### src/rtl/seg7_scan_driver.sv
// Four-digit multiplexed common-anode 7-segment scanner for a 16-bit hex word.
// New values are staged and committed only at the frame boundary.
module seg7_scan_driver #(
    parameter int DWELL_CYC = 10000,
    parameter int BLANK_CYC = 16,
    parameter int LZB       = 0
) (
    input  logic        clk_in,
    input  logic        rst,
    input  logic [15:0] i_data,
    input  logic        i_valid,
    output logic        o_pending,
    output logic        o_frame,
    output logic [3:0]  o_an,
    output logic [6:0]  o_seg,
    output logic        o_dp
);

    localparam int TMAX = (DWELL_CYC > BLANK_CYC) ? DWELL_CYC : BLANK_CYC;
    localparam int TW   = (TMAX > 1) ? $clog2(TMAX) : 1;

    localparam logic [TW-1:0] T_ON_LAST    = TW'(DWELL_CYC - 1);
    localparam logic [TW-1:0] T_BLANK_LAST = TW'(BLANK_CYC - 1);

    typedef enum logic {
        S_BLANK,
        S_ON
    } state_t;

    state_t          state;
    logic [1:0]      idx;
    logic [TW-1:0]   timer;
    logic [15:0]     disp_reg;
    logic [15:0]     pend_reg;

    function automatic logic [6:0] hex_seg(input logic [3:0] n);
        logic [6:0] s;
        case (n)
            4'h0: s = 7'h40;
            4'h1: s = 7'h79;
            4'h2: s = 7'h24;
            4'h3: s = 7'h30;
            4'h4: s = 7'h19;
            4'h5: s = 7'h12;
            4'h6: s = 7'h02;
            4'h7: s = 7'h78;
            4'h8: s = 7'h00;
            4'h9: s = 7'h10;
            4'hA: s = 7'h08;
            4'hB: s = 7'h03;
            4'hC: s = 7'h46;
            4'hD: s = 7'h21;
            4'hE: s = 7'h06;
            default: s = 7'h0E;
        endcase
        return s;
    endfunction

    // A digit is a leading zero when it and every higher nibble are zero.
    function automatic logic [6:0] digit_seg(input logic [1:0] k,
                                             input logic [15:0] v);
        logic [15:0] hi;
        hi = v >> {k, 2'b00};
        if (LZB != 0 && k != 2'd0 && hi == 16'h0000)
            return 7'h7F;
        return hex_seg(hi[3:0]);
    endfunction

    assign o_dp = 1'b1;

    always_ff @(posedge clk_in) begin
        if (rst) begin
            state     <= S_BLANK;
            idx       <= 2'd0;
            timer     <= '0;
            disp_reg  <= 16'h0000;
            pend_reg  <= 16'h0000;
            o_pending <= 1'b0;
            o_frame   <= 1'b0;
            o_an      <= 4'b1111;
            o_seg     <= 7'h7F;
        end else begin
            o_frame <= 1'b0;
            if (i_valid) begin
                pend_reg  <= i_data;
                o_pending <= 1'b1;
            end
            case (state)
                S_BLANK: begin
                    if (timer == T_BLANK_LAST) begin
                        state <= S_ON;
                        timer <= '0;
                        o_an  <= ~(4'b0001 << idx);
                        o_seg <= digit_seg(idx, disp_reg);
                    end else begin
                        timer <= timer + 1'b1;
                    end
                end
                default: begin
                    if (timer == T_ON_LAST) begin
                        state <= S_BLANK;
                        timer <= '0;
                        idx   <= idx + 2'd1;
                        o_an  <= 4'b1111;
                        o_seg <= 7'h7F;
                        if (idx == 2'd3) begin
                            o_frame <= 1'b1;
                            // A capture on this edge keeps the flag set for the new value.
                            if (o_pending) begin
                                disp_reg <= pend_reg;
                                if (!i_valid)
                                    o_pending <= 1'b0;
                            end
                        end
                    end else begin
                        timer <= timer + 1'b1;
                    end
                end
            endcase
        end
    end

endmodule

### config.mk
export PLATFORM = sky130hd
export DESIGN_NAME = seg7_scan_driver
export DESIGN_NICKNAME = d
export VERILOG_FILES = /design/src/rtl/seg7_scan_driver.sv
export SDC_FILE = /design/constraint.sdc
export NUM_CORES = 1
export LEC_CHECK = 0
export ABC_CLOCK_PERIOD_IN_PS = 4500
export BUFFER_PORTS_ARGS = -buffer_cell sky130_fd_sc_hd__buf_2
export CAP_MARGIN = 10
export CORE_MARGIN = 2
export CORE_UTILIZATION = 54
export CTS_CLUSTER_SIZE = 40
export DETAILED_ROUTE_END_ITERATION = 16
export PLACE_DENSITY = 0.75
export SLEW_MARGIN = 20
export SYNTH_ARGS = -nofsm -noshare
export SYNTH_HDL_FRONTEND = slang
export SYNTH_SLANG_ARGS = --single-unit
### constraint.sdc
create_clock -name clk_in -period 4.5 [get_ports clk_in]
set_clock_uncertainty 0.1 [all_clocks]
set_input_delay 0.45 -clock clk_in [delete_from_list [all_inputs] [get_ports clk_in]]
set_output_delay 0.45 -clock clk_in [all_outputs]
set_load 0.005 [all_outputs]
# == After elaboration in Yosys (flattened, before gate mapping) ==
# Memory sizes are Yosys's and may differ from the RTL's.
# Cells that the tools add are included.
# word_totals
ff_bits,62
romBits,112
inputBits,19
out_inout_bits,14
wordCells,45
mem_count,1
# mem_list
name,words,word_bits,read_ports,rd_clocked_by_memory_dff,wr,line,text
(no name shown),16,7,1,0,0,38,case (n)
# classes
n_addsub,2
eq_ne,4
shift,2
muxes,19
n_bitwise,3
reduce_logical,5
# op_table
op,n
14-bit 2-to-1 mux,3
7-bit 2-to-1 mux,3
16-bit by 4-bit right shift with 4-bit output,1
"14-bit by 1-bit adder with 14-bit output, second input constant",1
"14-bit == test, second input constant",1
"14-bit by 4-bit == test with 1-bit output, second input constant",1
4-bit 2-to-1 mux,3
1-bit 2-to-1 mux,10
4-bit NOT,1
2-bit AND reduction,2
4-bit AND reduction,1
"1-bit by 2-bit << shifter with 4-bit output, first input constant",1
3-bit OR reduction,1
"2-bit by 1-bit adder with 2-bit output, second input constant",1
"2-bit == test, second input constant",1
"2-bit by 1-bit != test with 1-bit output, second input constant",1
1-bit NOT,2
2-bit nonzero test,1

# == Longest topological paths before layout ==
# depth
word_depth,6
depth_mapped,8
depth_no_buf,7

# == Worst setup path before layout ==
# OpenSTA, ideal clock, no wires.
# synth_path
path_type,register to register
startpoint,register idx[0]
endpoint,register o_seg[0]
setup_time_ns,0.072
arrival_time_ns,1.964
required_ns,4.328
slack_ns,2.364
stages_incl_launch_ff,9
n_path_buf,1
synth_period_minus_slack_ns,2.136
cell_sequence,dfxtp_1 > buf_2 > mux4_2 > inv_1 > ha_1 > mux2i_1 > a21oi_1 > o32ai_1 > a2bb2oi_1
# synth_between
elab_chain_cells,4
# synth_rtl
element,line,text
start: declaration,31,logic [1:0] idx;
start signal: assignment,103,idx <= idx + 2'd1;
16-bit by 4-bit right shift with 4-bit output,63,"hi = v >> {k, 2'b00};"
memory read 16 x 7 bit,n/a,
7-bit 2-to-1 mux,90,if (timer == T_BLANK_LAST) begin
7-bit 2-to-1 mux,88,case (state)
end signal: assignment,94,"o_seg <= digit_seg(idx, disp_reg);"
end: declaration,15,"output logic [6:0] o_seg,"
# No other way between the ends. The select of a mux whose other input is x is not followed.
# A chain may end at the register's enable or synchronous reset.

# == Final worst setup path ==
# layout_path
startpoint,register timer[11]
endpoint,register disp_reg[11]
# layout_between
elab_chain_cells,2
# layout_rtl
element,line,text
start: declaration,32,logic [TW-1:0] timer;
start signal: assignment,96,timer <= timer + 1'b1;
start signal: assignment,116,timer <= timer + 1'b1;
14-bit == test,100,if (timer == T_ON_LAST) begin
4-bit AND reduction (no line),n/a,
end signal: assignment,110,disp_reg <= pend_reg;
end: declaration,33,logic [15:0] disp_reg;
# No other way between the ends.

==> results.sh <==
export IMPL_outcome="complete, no violations"
export IMPL_seqPwrFrac_pct=48.8
export IMPL_postSynthAreaPerCell_um2=10.02
export IMPL_timing_critical_path_cells="or4_4 -> nor4_2 -> and4_1 -> mux2i_1 -> nor2_1"
export IMPL_synth_distinct_cells=37
export IMPL_filler_cell_count=458
export IMPL_synthesis_nets=305
export IMPL_gp_routability_congestion=0.7898
export IMPL_rsz0062_at_grt="no"
export IMPL_worstSkewPairLatency_ns=0.34
export IMPL_period_needed_ns=2.647
export IMPL_design_portCount=33
export IMPL_classification_of_the_worst_setup_path="flip-flop to flip-flop"
export IMPL_critical_path_reg2reg_endpoint="disp_reg[11]"
export IMPL_setup_violations=0
export IMPL_worst_endpoint_arrival_ns=2.74
export IMPL_grt_pass1_wl_um=7859
export IMPL_final_hold_violation_count=0
export IMPL_cp_buffers_inverters=0
export IMPL_clkSinkCount=62
export IMPL_yosys_area_top_type_share_pct=45.03
export IMPL_globalRouteTotalUtil_pct=18.51
export IMPL_share_clk_of_total_power_pct=47.8
export IMPL_finalCritPeriodShare_pct=58.82
export IMPL_internal_power_w=0.0009209
export IMPL_total_switching_power_w=0.0002412
export IMPL_routed_wirelength_um=4837
export IMPL_first_global_vias=1726
export IMPL_vdd_ir_drop_worst_uv=244.7
export IMPL_synthesis_yosys_warnings=0
export IMPL_crit_path_max_fanout=16
export IMPL_cp_slowest_stage_delay_ns=0.86
export IMPL_die_y_um=75.45
export IMPL_grt_overflow=0
export IMPL_reg2reg_from="timer[11]"
export IMPL_cts_buffers=9
export IMPL_post_detailed_placement_half_perimeter_wirelength_um=3327
export IMPL_start_kind="flip-flop"
export IMPL_syn_area_mm2=0.002756
export IMPL_synth_sequential_area_ratio_pct=45.03
export IMPL_clock_tree_htree_level_count=3
export IMPL_finalMaxSlewViolations=0
export IMPL_comb_power_share_pct=3.4
export IMPL_first_pass_iters=4
export IMPL_synth_top_cell_by_area="dfxtp_1"
export IMPL_critPathCaptureType="flip-flop"
export IMPL_tns_ns=0
export IMPL_layout_drive_gt1_share_pct=19.16
export IMPL_r2r_slack_ns=1.85
export IMPL_floorplan_die_area_mm2=0.005692
export IMPL_core_area_mm2=0.005010
export IMPL_die_w_um=75.45
export IMPL_power_density_cell_area_mw_per_mm2=370.2
export IMPL_tritoncts="built"
export IMPL_clk_pin_slew_ns=0.07
export IMPL_hp_start="i_data[2]"
export IMPL_layout_nets=333
export IMPL_antennaDiodeCount=0
export IMPL_post_cts_resize_count=0
export IMPL_edff_count_synth=0
export IMPL_initial_antenna_violation_count=0
export IMPL_p_sw_share_pct=20.75
export IMPL_synth_async_sr_flop_share_pct=0
export IMPL_initial_utilization_pct=55.02
export IMPL_post_cts_setup_buffers=0
export IMPL_num_vias=1945
export IMPL_crit_required_ns=4.60
export IMPL_cts_stage_hold_buffer_count=0
export IMPL_timing_critical_path_max_delay_family="simple AND/OR/NAND/NOR gates"
export IMPL_syn_to_final_growth_pct=13.89
export IMPL_drc_markers=0
export IMPL_final_core_util_pct=62.66
export IMPL_netlist_top_cells_area="dfxtp_1, mux2i_1, nor2_1, ha_1, xnor2_1"
export IMPL_synth_cells=275
export IMPL_vias_per_cell=5.146
export IMPL_holdCritPathClass="primary input to flip-flop"
export IMPL_std_cell_rows=26
export IMPL_critPathSlowestCell="and4_1"
export IMPL_antenna_viol_nets_final=0
export IMPL_achievable_frequency_ghz=0.3778
export IMPL_placement_io_buffers=31
export IMPL_detailedRoute_firstIterationViolations=95
export IMPL_synth_ff_latch_count=62
export IMPL_clock_root_buffer="clkbuf_8"
export IMPL_synth_flop_cell="dfxtp_1"
export IMPL_routed_wire_length_per_instance_um=12.80
export IMPL_clock_path_buffers=2
export IMPL_hold_end="pend_reg[2]"
export IMPL_tightest_slew_ns=0.8972
export IMPL_rr_worst_depth=5
export IMPL_drv_cap=0
export IMPL_grt_start_max_net_pins=41
export IMPL_power_leakage_nw=1.244
export IMPL_max_transition_margin_pct=40.18
export IMPL_worstHoldPathCells=3
==> Yosys cell counts (2+ instances only) <==
library cell / count
nor2_1: 58
o31ai_1: 2
buf_6: 4
ha_1: 11
nand3_1: 8
mux2_2: 3
and3_1: 2
xnor2_1: 10
nand4_1: 3
buf_4: 2
nor3_1: 2
clkbuf_1: 6
a2bb2oi_1: 9
xor2_1: 3
mux2i_1: 43
mux4_2: 2
a21oi_1: 8
or4_4: 2
dfxtp_1: 62
o21a_1: 2
o211ai_1: 3
buf_2: 2
nand2_1: 7
inv_1: 7
or2_2: 2
==> per-layer routing <==
| metal | wire length (um) | share of wire (%) | track usage [%] | up-vias |
|---|---|---|---|---|
| met5 | 0 | 0 | 0 | - |
| met3 | 195 | 4.0 | 7.804 | 4 |
| li1 | - | - | - | 1010 |
| met1 | 2309 | 48 | 23.72 | 900 |
| met2 | 2299 | 48 | 28.41 | 31 |
| met4 | 32 | 0.66 | 5.848 | 0 |
==> cell usage in the layout, fill, tap and decap left out, types with 2 or more instances in the layout <==
cell type   n
nor2_1     58
nand4_1     3
xnor2_1    10
nand2_1     7
mux2i_1    43
o21a_1      2
and3_1      2
nand3_1     8
mux2_2      3
inv_1       7
xor2_1      3
nor3_1      2
or4_4       2
o211ai_1    3
o31ai_1     2
dfxtp_1    62
buf_2      31
bufinv_16   2
mux4_2      2
or2_2       2
ha_1       11
a21oi_1     8
clkbuf_8   11
a2bb2oi_1   9
==> metrics by stage <==
step | instance area (um^2) | total power, W | hold WS, ns | setup slack, ns | cells
finish | 3139 | 0.001162 | 0.2453 | 1.853 | 378
global route | 3139 | 0.001208 | 0.2468 | 1.696 | 378
CTS | 3139 | 0.001171 | 0.2397 | 1.838 | 378
detailed placement | 2907 | 0.0006199 | 0.3476 | 1.834 | 362
global placement | 2907 | 0.0006187 | 0.3270 | 1.957 | 362
floorplan | 2756 | 0.0006082 | 0.3132 | 2.364 | 275
==> power by group through the flow <==
stage	clock network (W)	registers [W]	logic (W)
floorplan	0	0.000577	0.0000310
global route	0.000595	0.000568	0.0000454
global placement	0	0.000579	0.0000395
CTS	0.000563	0.000567	0.0000407
detailed placement	0	0.000580	0.0000404
finish	0.000555	0.000567	0.0000397
==> how the worst max path moves through the flow <==
stage          slack [ns]  cells after the start           end      start
2_1_floorplan        2.36                      8      o_seg[0]     idx[0]
3_3_place_gp         1.96                      5  disp_reg[14]  timer[11]
3_5_place_dp         1.83                      5   disp_reg[4]  timer[11]
4_1_cts              1.84                      5  disp_reg[11]  timer[11]
5_1_grt              1.70                      5  disp_reg[11]  timer[11]
6_report             1.85                      5  disp_reg[11]  timer[11]
==> area by class of cell <==
| type | count | area (um^2) | area share [%] |
|---|---|---|---|
| multi-input combinational | 191 | 1393 | 44.36 |
| sequential | 62 | 1241 | 39.54 |
| tap | 70 | 87.58 | 2.790 |
| clock inverter | 5 | 81.33 | 2.591 |
| clock buffer | 11 | 151.4 | 4.823 |
| inverter | 8 | 30.03 | 0.9566 |
| timing repair buffer | 31 | 155.1 | 4.942 |
==> kinds of logic (layout without fill, tap and decap cells) <==
logic type                 after synthesis  count (layout)  share of synthesized area (%)
AOI/OAI and AO/OA                       29              29                          7.717
xor gates and xnor gates                13              13                          4.131
adders and majority gates               11              11                          4.993
buffers and inverters                   22              55                          4.448
DFF                                     62              62                          45.03
muxes                                   48              48                          18.47
other                                    1               1                         0.1360
and+or+nand+nor                         89              89                          15.07
==> tightest hold or removal path: cells and delay by family <==
family | cells | cell delay [ns]
muxes | 1 | 0.05
buffers and inverters | 1 | 0.07
and+or+nand+nor | 1 | 0.07
Note: power is estimated with default switching activity, not from simulation.
